--- src/rtl/spi_master_slave.sv ---
// SPI master (sclk, chip selects, 8-bit MSB-first full-duplex frame) plus one
// SPI slave endpoint shifting on the master's sample edges, all on one clock.
module spi_master_slave (
  input  logic       clk,
  input  logic       reset,
  input  logic       CPOL,
  input  logic       CPHA,
  input  logic [1:0] select,
  input  logic       m_load,
  input  logic [7:0] initialize_data,
  input  logic       m_miso,
  output logic [7:0] master_data,
  output logic       m_mosi,
  output logic       sclk,
  output logic       cs1,
  output logic       cs2,
  output logic       cs3,
  output logic       check1,
  input  logic       s_load,
  input  logic [7:0] init_data,
  input  logic       s_cs,
  input  logic       s_mosi,
  output logic [7:0] slave_data,
  output logic       s_miso,
  output logic [1:0] o_dbg_state
);

  localparam logic [1:0] IDLE = 2'd0;
  localparam logic [1:0] XFER = 2'd1;
  localparam logic [1:0] DONE = 2'd2;

  logic [1:0] r_state;
  logic [4:0] r_cnt;
  logic       r_sclk;
  logic       r_check1;
  logic       r_cs1;
  logic       r_cs2;
  logic       r_cs3;
  logic [7:0] r_master_data;
  logic [7:0] r_slave_data;
  logic       w_sample;

  // r_cnt holds the number of sclk edges already produced; the edge about to
  // happen is r_cnt+1, so odd edges are reached from even counts.
  assign w_sample = (r_state == XFER) && (r_cnt != 5'd16) && (r_cnt[0] == CPHA);

  always_ff @(posedge clk or posedge reset) begin
    if (reset) begin
      r_state  <= IDLE;
      r_cnt    <= 5'd0;
      r_sclk   <= 1'b0;
      r_check1 <= 1'b0;
      r_cs1    <= 1'b1;
      r_cs2    <= 1'b1;
      r_cs3    <= 1'b1;
    end else if (m_load) begin
      r_state  <= IDLE;
      r_cnt    <= 5'd0;
      r_check1 <= 1'b0;
      r_cs1    <= 1'b1;
      r_cs2    <= 1'b1;
      r_cs3    <= 1'b1;
    end else begin
      case (r_state)
        IDLE: begin
          r_state  <= XFER;
          r_cnt    <= 5'd0;
          r_sclk   <= CPOL;
          r_check1 <= 1'b1;
          r_cs1    <= (select != 2'b00);
          r_cs2    <= (select != 2'b01);
          r_cs3    <= (select != 2'b10);
        end
        XFER: begin
          if (r_cnt == 5'd16) begin
            r_state  <= DONE;
            r_check1 <= 1'b0;
            r_cs1    <= 1'b1;
            r_cs2    <= 1'b1;
            r_cs3    <= 1'b1;
          end else begin
            r_cnt  <= r_cnt + 5'd1;
            r_sclk <= ~r_sclk;
          end
        end
        DONE: begin
          r_state <= DONE;
        end
        default: begin
          r_state <= IDLE;
        end
      endcase
    end
  end

  // Shift registers are deliberately not reset: only the load strobes write them.
  always_ff @(posedge clk) begin
    if (m_load) begin
      r_master_data <= initialize_data;
    end else if (w_sample) begin
      r_master_data <= {r_master_data[6:0], m_miso};
    end
  end

  always_ff @(posedge clk) begin
    if (s_load) begin
      r_slave_data <= init_data;
    end else if (w_sample && !s_cs && r_check1) begin
      r_slave_data <= {r_slave_data[6:0], s_mosi};
    end
  end

  assign sclk        = (r_state == XFER) ? r_sclk : CPOL;
  assign m_mosi      = r_check1 & r_master_data[7];
  assign s_miso      = r_slave_data[7];
  assign master_data = r_master_data;
  assign slave_data  = r_slave_data;
  assign check1      = r_check1;
  assign cs1         = r_cs1;
  assign cs2         = r_cs2;
  assign cs3         = r_cs3;
  assign o_dbg_state = r_state;

endmodule

--- config.mk ---
export PLATFORM = sky130hd
export DESIGN_NAME = spi_master_slave
export DESIGN_NICKNAME = d
export VERILOG_FILES = /design/src/rtl/spi_master_slave.sv
export SDC_FILE = /design/constraint.sdc
export NUM_CORES = 1
export LEC_CHECK = 0
export ABC_AREA = 1
export CAP_MARGIN = 30
export CORE_MARGIN = 5
export CORE_UTILIZATION = 39
export DETAILED_ROUTE_END_ITERATION = 10
export PLACE_DENSITY = 0.75
export SLEW_MARGIN = 5
export SYNTH_ARGS = -nofsm -noshare
export SYNTH_HDL_FRONTEND = slang
export SYNTH_SLANG_ARGS = --single-unit
export TNS_END_PERCENT = 100
--- constraint.sdc ---
create_clock -name clk -period 1.8 [get_ports clk]
set_input_delay 0.54 -clock clk [delete_from_list [all_inputs] [get_ports clk]]
set_output_delay 0.54 -clock clk [all_outputs]
set_load 0.01 [all_outputs]
==> parameters.txt <==
Parameter                              Value

Status
  Status ... complete, no violations

Detailed routing
  Count of routing violations after the opening detailed-route iteration ... between 50 and 60
  Total via count in the routed design ... 1235
  Remaining design rule violation count ... 0
  Wire length per cell ... 11.2 um
  Detailed-router iteration count before antenna repair ... 3
  Detail Route Antenna Nets ... 0
  Total routed wirelength ... 3.15 mm
  Drt via density ... 4.40

Synthesis
  Synth Flop Type ... edfxtp_1
  Gate count after technology mapping ... 163
  Cell taking the most area after synthesis ... edfxtp_1
  Synthesis Warnings ... 0
  Net count after synthesis ... 195
  Average instance area after synthesis ... between 8 and 9 um^2
  Cell variety after synth ... 25
  Fraction of the yosys area taken by sequential cells ... 55.6%
  Number of flip-flops and latches in the synthesized netlist ... 28
  Top cell type's share of synthesized area ... 34.1%
  Number of enable flip-flop cells after synthesis ... 16
  Cells taking the most area after synthesis ... edfxtp_1, nand2_1, dfrtp_1
  Area of the mapped netlist ... 1410 um^2
  Async set or reset register ratio after synthesis ... 42.9%

Floorplan
  FP Rows ... 21
  Effective utilization at floorplan ... 41.3%
  DIE AREA ... 4920 um^2
  Die boundary height ... about 70 um
  Std-Cell Core Area ... 3420 um^2
  # IOs ... 52
  Floorplan die width ... 70.1 um

Worst setup path
  Arrival time at the worst endpoint ... 1220 ps
  Worst reg2reg startpoint ... r_cnt[0]
  Critical Path End Type ... primary output
  Crit path launch type ... flop
  Endpoint of the most critical register-to-register path ... slave_data[0]
  R2R cell count ... 8
  Kind of critical path ... reg2out
  Register-to-register setup slack ... 170 ps
  Data required time of the critical path ... ~1300 ps
  Critical Path End ... sclk
  Startpoint of the most critical setup path ... o_dbg_state[0]
  Critical-path maximum fanout ... 4

GRT
  Wire length of the first global-routing pass ... approximately 5 mm
  Met1 GRT Util ... 15.4%
  Antenna violations before repair ... 0
  Via count of the first global-routing pass ... 1101
  Maximum number of pins on one net before global-route repair ... 16
  GRT Total Usage ... 12.1%
  GR Util met3 ... under 10%
  Remaining Overflow, GRT ... 0
  Peak-usage layer in the global routing report ... met2
  Met2 usage ... 20.4%

Power and ir drop
  Total power density per cell area ... 898 nW/um^2
  Maximum resistive drop on vdd ... 499 uV
  Static leakage ... 1.19 nW

Finish
  Total Nets Final ... approximately 270
  Antenna Cells ... 0
  Count of fill cells added during filler insertion ... 293
  Most frequent cells in the layout ... nand2_1, clkdlybuf4s50_1, buf_4, edfxtp_1, dlymetal6s2s_1
  Sequential Area ... 785 um^2
  Fraction of layout instances using a drive strength above 1 ... 17.4%
  Most common cell after layout, fill and taps aside ... nand2_1
  Final standard cell area without fillers ... 2190 um^2
  Area added between synthesis and finish ... 55.1%
  Multi-input combinational cell area ... 548 um^2

Clock network
  Clock transition at the registers of the reported paths ... approximately 140 ps
  CTS tree ... built
  Clock buffer count from CTS ... 3
  CTS sink count ... 28
  Maximum level of the CTS H-tree ... 1
  Root buffer cell ... clkbuf_4
  Max Buffers Root-to-Sink ... 2
  Clock latency on the worst-skew pair ... ~320 ps

Run
  Maxcap violations ... 0

Place
  Final RePlAce weighted congestion ... 0.858
  Instance area at placement ... 2050 um^2
  Port buffer count ... 51
  DP Wirelength ... 2.41 mm

STA
  Maximum clock frequency ... approximately 570 MHz
  Final setup violation count ... 0
  Min Clock Period, post-route ... 1760 ps
  Min Hold Slack ... 483 ps
  Number of slew-limit violations in the final report ... 0
  Unrepaired setup endpoints after global routing ... yes
  Max_slew headroom ... 68.6%
  Hold Vio Cnt, Final ... 0
  Slew at the pin closest to its max-slew limit ... 471 ps
  Skew final ... 3.63 ps
  Fin crit share ... 97.9%

Worst hold path
  Worst hold-check path type ... reg2reg
-- critical path, cell delays in order (launching register included) --
cell     delay (ps)
dfrtp_1         430
ha_4            180
inv_4            60
nand2_2          50
o21ai_2          40
buf_2           130
-- sequential cells by signal, indices dropped and copies added, names as in the netlist --
name,flops
master_data,8
slave_data,8
r_cnt,5
o_dbg_state,2
check1,1
cs1,1
cs2,1
cs3,1
r_sclk,1
-- layer usage --
metal / share of wire, % / wire length (um)
met1: 46 / 1460
met2: 46 / 1450
met3: 6.3 / 198
met4: 1.3 / 42
met5: 0 / 0
-- power by group --
part / total, mW / switching, mW / internal, mW / leakage [nW]
registers: 0.869 / 0.0614 / 0.808 / 0.312
logic: 0.835 / 0.394 / 0.441 / 0.860
clock network: 0.260 / 0.179 / 0.0812 / 0.0154
total: 1.96 / 0.634 / 1.33 / 1.19
-- Yosys cell counts (2+ instances only) --
cell       n
nand2_1   76
edfxtp_1  16
inv_1     15
dfrtp_1    9
nand3_1    6
ha_1       5
nor2_1     5
nand2_2    4
o21ai_0    4
dfstp_2    3
a21oi_1    2
a22oi_1    2
buf_2      2
inv_2      2
o21ai_1    2
-- area by class of cell --
cell class / instances / share of cell area, %
sequential: 28 / 35.9
multi-input combinational: 113 / 25.1
timing repair buffer: 72 / 32.0
clock inverter: 1 / 0.172
inverter: 18 / 3.20
clock buffer: 3 / 1.03
tap: 46 / 2.63
-- logic make-up after synthesis --
logic type      after synthesis  synth area share, %
flops                        28                 55.6
xor+xnor                      2                 1.24
fa+ha+maj                     5                 4.44
buf+inv                      22                 6.83
compound gates               10                 3.90
simple gates                 96                 28.0
-- repair_timing --
item,4_1_cts,5_1_grt
pin swaps,1,1
gates resized for setup,19,17
setup endpoints to repair,12,15
hold buffers,0,0
setup buffers,3,6
-- stage by stage --
step	setup TNS [ps]	power, mW	setup slack (ps)	util (%)	instances
after floorplan	0	1.23	92.5	-	163
after global placement	-1140	1.64	-407	60.1	268
after detailed placement	-1350	1.65	-408	60.1	268
after CTS	0	1.94	1.12	61.4	275
after global routing	-24.1	2.11	-24.1	64.0	281
final	0	1.96	38.2	64.0	281
-- worst min path at each step --
| stage | start | end | slack (ps) | cells after the start |
|---|---|---|---|---|
| 6_report | cs1 | cs1 | 480 | 2 |
| 3_3_place_gp | cs1 | cs1 | 460 | 2 |
| 5_1_grt | cs2 | cs2 | 510 | 2 |
| 2_1_floorplan | reset | check1 | 400 | 1 |
| 4_1_cts | cs1 | cs1 | 490 | 2 |
| 3_5_place_dp | cs1 | cs1 | 470 | 2 |
(Power assumes the default switching activity.)
